$ cat src/rtl/rv32i_inst_encoder.sv
// rv32i_inst_encoder: packs RV32I field bundles into 32-bit words and streams them into instruction memory.
// Build option: define ENC_RANGE_CHECK_EN to reject bundles whose immediate does not fit its format.
module rv32i_inst_encoder #(
    parameter int ADDR_W    = 8,
    parameter int BASE_ADDR = 0
) (
    input  logic              clk,
    input  logic              rst_n,
    input  logic              start,
    input  logic              in_valid,
    output logic              in_ready,
    input  logic [2:0]        in_fmt,
    input  logic [6:0]        in_op,
    input  logic [4:0]        in_rd,
    input  logic [4:0]        in_rs1,
    input  logic [4:0]        in_rs2,
    input  logic [2:0]        in_f3,
    input  logic [6:0]        in_f7,
    input  logic [31:0]       in_imm,
    output logic              mem_we,
    output logic [ADDR_W-1:0] mem_addr,
    output logic [31:0]       mem_wdata,
    input  logic              mem_ready,
    output logic [ADDR_W:0]   count,
    output logic              busy,
    output logic              full,
    output logic              err,
    output logic [1:0]        dbg_state_o
);
    // Handshakes: a bundle transfers on in_valid && in_ready at the rising edge,
    // a memory write completes on mem_we && mem_ready at the rising edge; start overrides both.

    typedef enum logic [1:0] {
        S_IDLE = 2'd0,
        S_RUN  = 2'd1,
        S_FULL = 2'd2
    } state_e;

    localparam logic [ADDR_W:0]   CAP_CNT = {1'b1, {ADDR_W{1'b0}}};
    localparam logic [ADDR_W-1:0] BASE    = ADDR_W'(BASE_ADDR);

    state_e            state_q, state_d;
    logic [1:0]        occ_q, occ_d;
    logic [31:0]       head_q, head_d;
    logic [31:0]       tail_q, tail_d;
    logic [ADDR_W-1:0] addr_q, addr_d;
    logic [ADDR_W:0]   count_q, count_d;
    logic              err_q, err_d;

    logic [31:0]       enc_word;
    logic              fmt_ok;
    logic              range_ok;
    logic              legal;
    logic              accept;
    logic              push;
    logic              pop;
    logic [ADDR_W+1:0] level;

    always_comb begin
        enc_word = '0;
        fmt_ok   = 1'b1;
        case (in_fmt)
            3'd0: enc_word = {in_f7, in_rs2, in_rs1, in_f3, in_rd, in_op};
            3'd1: enc_word = {in_imm[11:0], in_rs1, in_f3, in_rd, in_op};
            3'd2: enc_word = {in_imm[11:5], in_rs2, in_rs1, in_f3, in_imm[4:0], in_op};
            3'd3: enc_word = {in_imm[12], in_imm[10:5], in_rs2, in_rs1, in_f3,
                              in_imm[4:1], in_imm[11], in_op};
            3'd4: enc_word = {in_imm[31:12], in_rd, in_op};
            3'd5: enc_word = {in_imm[20], in_imm[10:1], in_imm[11], in_imm[19:12], in_rd, in_op};
            default: fmt_ok = 1'b0;
        endcase
    end

`ifdef ENC_RANGE_CHECK_EN
    // A value fits N signed bits when every bit from N-1 upward equals the sign.
    always_comb begin
        range_ok = 1'b1;
        case (in_fmt)
            3'd1, 3'd2: range_ok = (&in_imm[31:11]) | ~(|in_imm[31:11]);
            3'd3:       range_ok = ((&in_imm[31:12]) | ~(|in_imm[31:12])) & ~in_imm[0];
            3'd4:       range_ok = ~(|in_imm[11:0]);
            3'd5:       range_ok = ((&in_imm[31:20]) | ~(|in_imm[31:20])) & ~in_imm[0];
            default:    range_ok = 1'b1;
        endcase
    end
`else
    assign range_ok = 1'b1;
`endif

    // Reserve memory for words already queued so the FIFO can never overcommit capacity.
    assign level    = (ADDR_W+2)'(count_q) + (ADDR_W+2)'(occ_q);
    assign in_ready = (state_q == S_RUN) && (occ_q != 2'd2) && (level < {1'b0, CAP_CNT});
    assign legal    = fmt_ok & range_ok;
    assign accept   = in_valid && in_ready;
    assign push     = accept && legal;
    assign pop      = (occ_q != 2'd0) && mem_ready;

    always_comb begin
        state_d = state_q;
        occ_d   = occ_q;
        head_d  = head_q;
        tail_d  = tail_q;
        addr_d  = addr_q;
        count_d = count_q;
        err_d   = err_q;
        if (start) begin
            state_d = S_RUN;
            occ_d   = 2'd0;
            head_d  = '0;
            tail_d  = '0;
            addr_d  = BASE;
            count_d = '0;
            err_d   = 1'b0;
        end else begin
            if (accept && !legal) begin
                err_d = 1'b1;
            end
            case ({push, pop})
                2'b11: begin
                    if (occ_q == 2'd1) begin
                        head_d = enc_word;
                    end else begin
                        head_d = tail_q;
                        tail_d = enc_word;
                    end
                end
                2'b10: begin
                    if (occ_q == 2'd0) head_d = enc_word;
                    else               tail_d = enc_word;
                    occ_d = occ_q + 2'd1;
                end
                2'b01: begin
                    head_d = tail_q;
                    occ_d  = occ_q - 2'd1;
                end
                default: ;
            endcase
            if (pop) begin
                addr_d  = addr_q + ADDR_W'(1);
                count_d = count_q + (ADDR_W+1)'(1);
                if ((state_q == S_RUN) && (count_d == CAP_CNT)) begin
                    state_d = S_FULL;
                end
            end
        end
    end

    always_ff @(posedge clk or negedge rst_n) begin
        if (!rst_n) begin
            state_q <= S_IDLE;
            occ_q   <= 2'd0;
            head_q  <= '0;
            tail_q  <= '0;
            addr_q  <= BASE;
            count_q <= '0;
            err_q   <= 1'b0;
        end else begin
            state_q <= state_d;
            occ_q   <= occ_d;
            head_q  <= head_d;
            tail_q  <= tail_d;
            addr_q  <= addr_d;
            count_q <= count_d;
            err_q   <= err_d;
        end
    end

    assign mem_we      = (occ_q != 2'd0);
    assign mem_wdata   = head_q;
    assign mem_addr    = addr_q;
    assign count       = count_q;
    assign busy        = (state_q == S_RUN) && (occ_q != 2'd0);
    assign full        = (state_q == S_FULL);
    assign err         = err_q;
    assign dbg_state_o = state_q;

endmodule

$ cat config.mk
export PLATFORM = sky130hd
export DESIGN_NAME = rv32i_inst_encoder
export DESIGN_NICKNAME = d
export VERILOG_FILES = /design/src/rtl/rv32i_inst_encoder.sv
export SDC_FILE = /design/constraint.sdc
export NUM_CORES = 1
export LEC_CHECK = 0
export CELL_PAD_IN_SITES_DETAIL_PLACEMENT = 1
export CELL_PAD_IN_SITES_GLOBAL_PLACEMENT = 1
export CORE_AREA = 2 2 126 128
export CTS_CLUSTER_SIZE = 16
export DETAILED_ROUTE_END_ITERATION = 7
export DIE_AREA = 0 0 128 130
export HOLD_SLACK_MARGIN = 0.03
export PLACE_DENSITY_LB_ADDON = 0.1
export SLEW_MARGIN = 20
export SYNTH_ARGS = -nofsm -noshare
export SYNTH_HDL_FRONTEND = slang
export SYNTH_SLANG_ARGS = --single-unit
$ cat constraint.sdc
create_clock -name clk -period 5.6 [get_ports clk]
set_clock_uncertainty 0.2 [all_clocks]
set_input_delay 1.12 -clock clk [delete_from_list [all_inputs] [get_ports clk]]
set_output_delay 1.12 -clock clk [all_outputs]
set_load 0.005 [all_outputs]
* Word-level counts from Yosys, hierarchy flattened
Cells that the tools add are included.
** Storage, ports and cells
- Bits in registers :: 86
- Input bits :: 72
- Output and inout port bits :: 56
- Logic and storage cells :: 72
** Operators by class
- Add/subtract/negate cells :: 5
- Magnitude comparators :: 1
- Eq/ne operators :: 16
- Mux-type cells :: 21
- Reduce and logical (&&, ||, !) cells :: 22
** Operators with widths (count)
- 2-to-1 mux 32 bit :: 6
- one-hot mux 32 bit (6 select lines) :: 1
- one-hot mux 32 bit (3 select lines) :: 1
- one-hot mux 32 bit (2 select lines) :: 1
- 2-to-1 mux 9 bit :: 2
- 2-to-1 mux 8 bit :: 2
- adder 9 x 2 -> 10 bit :: 1
- < comparator 10 x 9 -> 1 bit, second input constant :: 1
- adder 9 x 1 -> 9 bit, second input constant :: 1
- == test 9 bit, second input constant :: 1
- != test 3 bit, second input constant :: 3
- adder 8 x 1 -> 8 bit, second input constant :: 1
- logical AND 1 bit :: 8
- 2-to-1 mux 2 bit :: 4
- nonzero test 2 bit :: 4
- == test 2 x 1 -> 1 bit, second input constant :: 3
- == test 2 bit, second input constant :: 3
- == test 3 x 2 -> 1 bit, second input constant :: 2
- == test 3 bit, second input constant :: 2
- nonzero test 3 bit :: 2
- OR reduction 6 bit :: 1
- one-hot mux 2 bit (2 select lines) :: 1
- AND reduction 2 bit :: 2
- nonzero test 4 bit :: 1
- other kinds (9) :: 11

* Longest topological paths before layout
- Word-level depth :: 8
- Gate-level depth with buffers :: 9

* Worst setup path before layout
Ideal clock, no wire load.
- Path type :: input -> register
- From :: input port mem_ready
- To :: register occ_q[0]
- Data arrival time :: 2480 ps
- Required time :: 5268 ps
- Slack :: 2788 ps
- Stages :: 7
- Path buffers :: 3
- Path through :: clkbuf_1 nor2b_1 clkbuf_1 clkbuf_1 xnor2_1 xnor2_1 nor2_1
** Between the ends
- Cells in the longest elaborated chain, start to end :: 4
- Elaborated cells on any way between the ends :: 6
** Ends and longest elaborated chain
- from (decl) :: line 23 : input logic mem_ready,
- logical AND 1 bit (*) :: line 96 : assign pop = (occ_q != 2'd0) && mem_ready;
- == test 2 x 1 -> 1 bit or == test 2 bit (tied branches) :: line 118 : case ({push, pop})
- one-hot mux 2 bit (2 select lines) :: line 118
- 2-to-1 mux 2 bit :: line 106 : if (start) begin
- to (signal assigned) :: line 151 : occ_q <= 2'd0;
- to (signal assigned) :: line 159 : occ_q <= occ_d;
- to (decl) :: line 43 : logic [1:0] occ_q, occ_d;
Mark *: on every way between the ends. The rest lies on a longest branch, timed or not.
A chain may end at the register's enable or synchronous reset.

* Final worst setup path
- From :: input port in_fmt[2]
- To :: register head_q[6], in the netlist mem_wdata[6]
** Between the ends
- Cells in the longest elaborated chain, start to end :: 7
- Elaborated cells on any way between the ends :: 20
** Ends and longest elaborated chain
- from (decl) :: line 12 : input logic [2:0] in_fmt,
- == test 3 bit (tied with other cells) :: line 62 : case (in_fmt)
- OR reduction 6 bit (no line)
- 2-to-1 mux 1 bit :: line 62
- logical AND 1 bit :: line 95 : assign push = accept && legal;
- == test 2 x 1 -> 1 bit or == test 2 bit (tied branches) :: line 118
- one-hot mux 32 bit (3 select lines) (tied with other cells) :: line 118
- 2-to-1 mux 32 bit or AND reduction 2 bit (tied branches)
- to (signal assigned) :: line 152 : head_q <= '0;
- to (signal assigned) :: line 160 : head_q <= head_d;
- to (decl) :: line 44 : logic [31:0] head_q, head_d;
Parallel ways exist; a longest one is shown, timed or not. The select of a mux whose other input is x is not followed.

==> impl_results.md <==
- Status: completed
- DIE AREA: 16640 um2
- Vias in the first global route: 4296
- Crit Path Max Fanout: 20
- TritonCTS Buffers: 9
- Post-Syn Area: around 4500 um2
- FF+latch count, synth: 86
- RSZ-0062 raised after global routing: no
- WL final: approximately 14 mm
- Main combinational cell family by area after synthesis: compound AO/OA/AOI/OAI gates
- Worst Hold Class: reg -> reg
- Worst setup path class: in -> reg
- Mapped Cells: approximately 450
- Fmax: about 270 MHz
- Post-route ant nets: 0
- First-pass GRT wire length: ~23 mm
- Design area: about 6300 um2
- # resized after CTS: 0
- CP Cell Sequence: clkdlybuf4s50_1, a21boi_0, o311ai_2, nor2_2, nor3_4, buf_4, o2bb2ai_1
- Fin. max-slew vios: 0
- Maximum vdd drop: between 0.15 and 0.2 mV
- Die width: about 130 um
- Worst-Margin Slew: 1.011 ns
- Postcts setup bufs: 0
- Fraction of the mapped netlist area in simple logic gates: between 10% and 20%
- RR Startpoint: count[1]$_DFFE_PN0P_
- Final Hold Viols: 0
- DR vias/cell: between 5 and 6
- Post-Syn Area per Cell: around 10 um2
- Max-cap violations: 0
- Sequential area share after synthesis: around 48%
- Startpoint type of the worst setup path: input port
- Number of I/O pins: roughly 130
- Final #Nets: 650
- Worst hold start: tail_q[23]$_DFFE_PN0P_
- EDFF count, synth: 0
- Total inserted antenna cells: 0
- Power per standard cell area: between 300 and 400 nW/um2
- H-tree depth: 3
- CTS Sinks: 86
- Required @ worst endpoint: about 5.7 ns
- Final Cycle Share: roughly two thirds
- Syn nets: around 530
- Prevailing post-synth register cell: dfrtp_1
- XOR/XNOR Fraction of Synth Area: slightly above 3%
- Worst Setup End Kind: flop
- Initial core utilization: ~29%
- Async SR Flop Fraction: 100.0%
- Vias: between 4000 and 5000
- GRT Util Overall: between 10% and 20%
- Final setup fails: 0
- Final Non-Filler Cells: about 770
- Gpl congestion: slightly below 0.8
- Synth top area share: 47.67%
- Root Driver: clkbuf_16
- Post-Synth Adder-Cell Area: 2.411%
- DRT iter0 DRCs: 150
- Placement Cell Area: 5958 um2
- Worst-Skew Late Latency: 0.34 ns
- # placed instances: roughly 750
- Die height: ~130 um
- DRC errors left: 0
- Setup TNS: 0 ns
- Cts hold-fix bufs: 0
- Initial antenna violation count: 0
- Leading cell types by count after synthesis: dfrtp_1, nand2_1, nor2_1
- Routed wire per std cell: around 19 um
- CP startpoint: in_fmt[2]
- Warnings, synthesis: 0
- Post-synthesis mux area share: between 4 and 5%
- Worst stage delay on the critical path: a little over 0.8 ns
- Unique masters post-synth: 52
- Port bufs: about 130
- Hpwl dp: roughly 10 mm
- Synth Area in Compound Gates: between 20% and 30%
- Largest net degree at the start of global routing: 57
- Worst slew margin: 32.48%
- Fillers: about 1700
- Layout cells sized above 1: slightly below 8%
- Count leader, synth: dfrtp_1
- Grt ovf: 0
- Crit path time final: 3.667 ns
- Clock slew at reported path FFs: approximately 0.06 ns
- Longest Clk Path Bufs: 2
- Arrival time at the worst endpoint: between 3 and 4 ns
- Core box area: ~15000 um2
- Synth area leader: dfrtp_1
- Slowest cell on crit path: clkdlybuf4s50_1
- First drt pass iteration count: 4
- Static leakage: 2.584 nW
- Synth top area cells: dfrtp_1, a22o_1, nand2_1
- Area growth syn-to-layout: 39.44%
- CTS tree: yes
- Site row count: 46
layout by cell type, fill, tap and decap left out, types with 8 or more instances in the layout:
master             n
clkdlybuf4s50_1  126
o2bb2ai_1         17
xor2_1            10
clkbuf_16          9
a22o_1            21
nand2_1           46
nor2_1            36
a221o_1            8
nor2b_1           11
a21oi_1           27
a22oi_1           21
inv_1             19
o21ai_0           31
dfrtp_1           86
buf_4             10
mux2i_1           12
where the power goes:
| part | total (mW) | internal (mW) | leakage, nW | switching, mW |
|---|---|---|---|---|
| Combinational | 0.692 | 0.334 | 1.26 | 0.358 |
| Sequential | 0.774 | 0.707 | 1.18 | 0.0663 |
| Clock | 0.655 | 0.403 | 0.148 | 0.251 |
final timing paths:
kind                                             end  slack, ns  cells after the start
max                         mem_wdata[6]$_DFFE_PN0P_       1.93                      7
min                           tail_q[23]$_DFFE_PN0P_       0.28                      2
max reg2reg                 mem_wdata[6]$_DFFE_PN0P_       2.64                      7
min reg2reg                   tail_q[23]$_DFFE_PN0P_       0.28                      2
max in group asynchronous     tail_q[14]$_DFFE_PN0P_       3.63                      2
min in group asynchronous  mem_wdata[15]$_DFFE_PN0P_       0.65                      1
worst max-delay path, delay by kind of cell:
kind / cells / cell delay [ns]
AOI/OAI and AO/OA: 3 / 0.67
buffers and inverters: 2 / 1.19
and+or+nand+nor: 2 / 0.74
state kept, by name, indices dropped and copies added, names as in the netlist:
signal	count
mem_addr	8
occ_q	2
mem_wdata	32
err	1
dbg_state_o	2
count	9
tail_q	32
metrics by stage:
step | hold slack [ns] | setup slack (ns) | power (mW) | utilization [%]
CTS | 0.2854 | 1.916 | 2.152 | 40.74
finish | 0.2787 | 1.933 | 2.120 | 40.81
detailed placement | 0.2790 | 1.573 | 1.479 | 38.63
global route | 0.3092 | 1.764 | 2.241 | 40.81
floorplan | 0.2497 | 2.788 | 1.156 | -
global placement | 0.2617 | 1.644 | 1.465 | 38.63
routing by layer:
metal / part of all wire (%) / vias up / global-route usage (%)
met5: 0 / - / 0
met4: 1.9 / 0 / 6.723
met3: 4.0 / 18 / 3.075
met2: 46 / 109 / 29.69
met1: 48 / 1997 / 23.97
li1: - / 1882 / -
layout make-up:
| type | instances | area [um2] | area share (%) |
|---|---|---|---|
| multi-input combinational | 317 | 2158 | 34.29 |
| sequential | 86 | 2152 | 34.19 |
| timing repair buffer | 137 | 1344 | 21.35 |
| clock buffer | 11 | 242.7 | 3.856 |
| tap | 192 | 240.2 | 3.816 |
| clock inverter | 5 | 82.58 | 1.312 |
| inverter | 20 | 75.07 | 1.193 |
logic make-up (layout without fill, tap and decap cells):
logic type | Yosys count | in the layout
fa+ha+maj | 9 | 9
flops | 86 | 86
compound gates | 153 | 153
simple gates | 120 | 120
xor+xnor | 16 | 16
buf+inv | 49 | 173
mux | 19 | 19
Note: power is estimated with default switching activity, not from simulation.
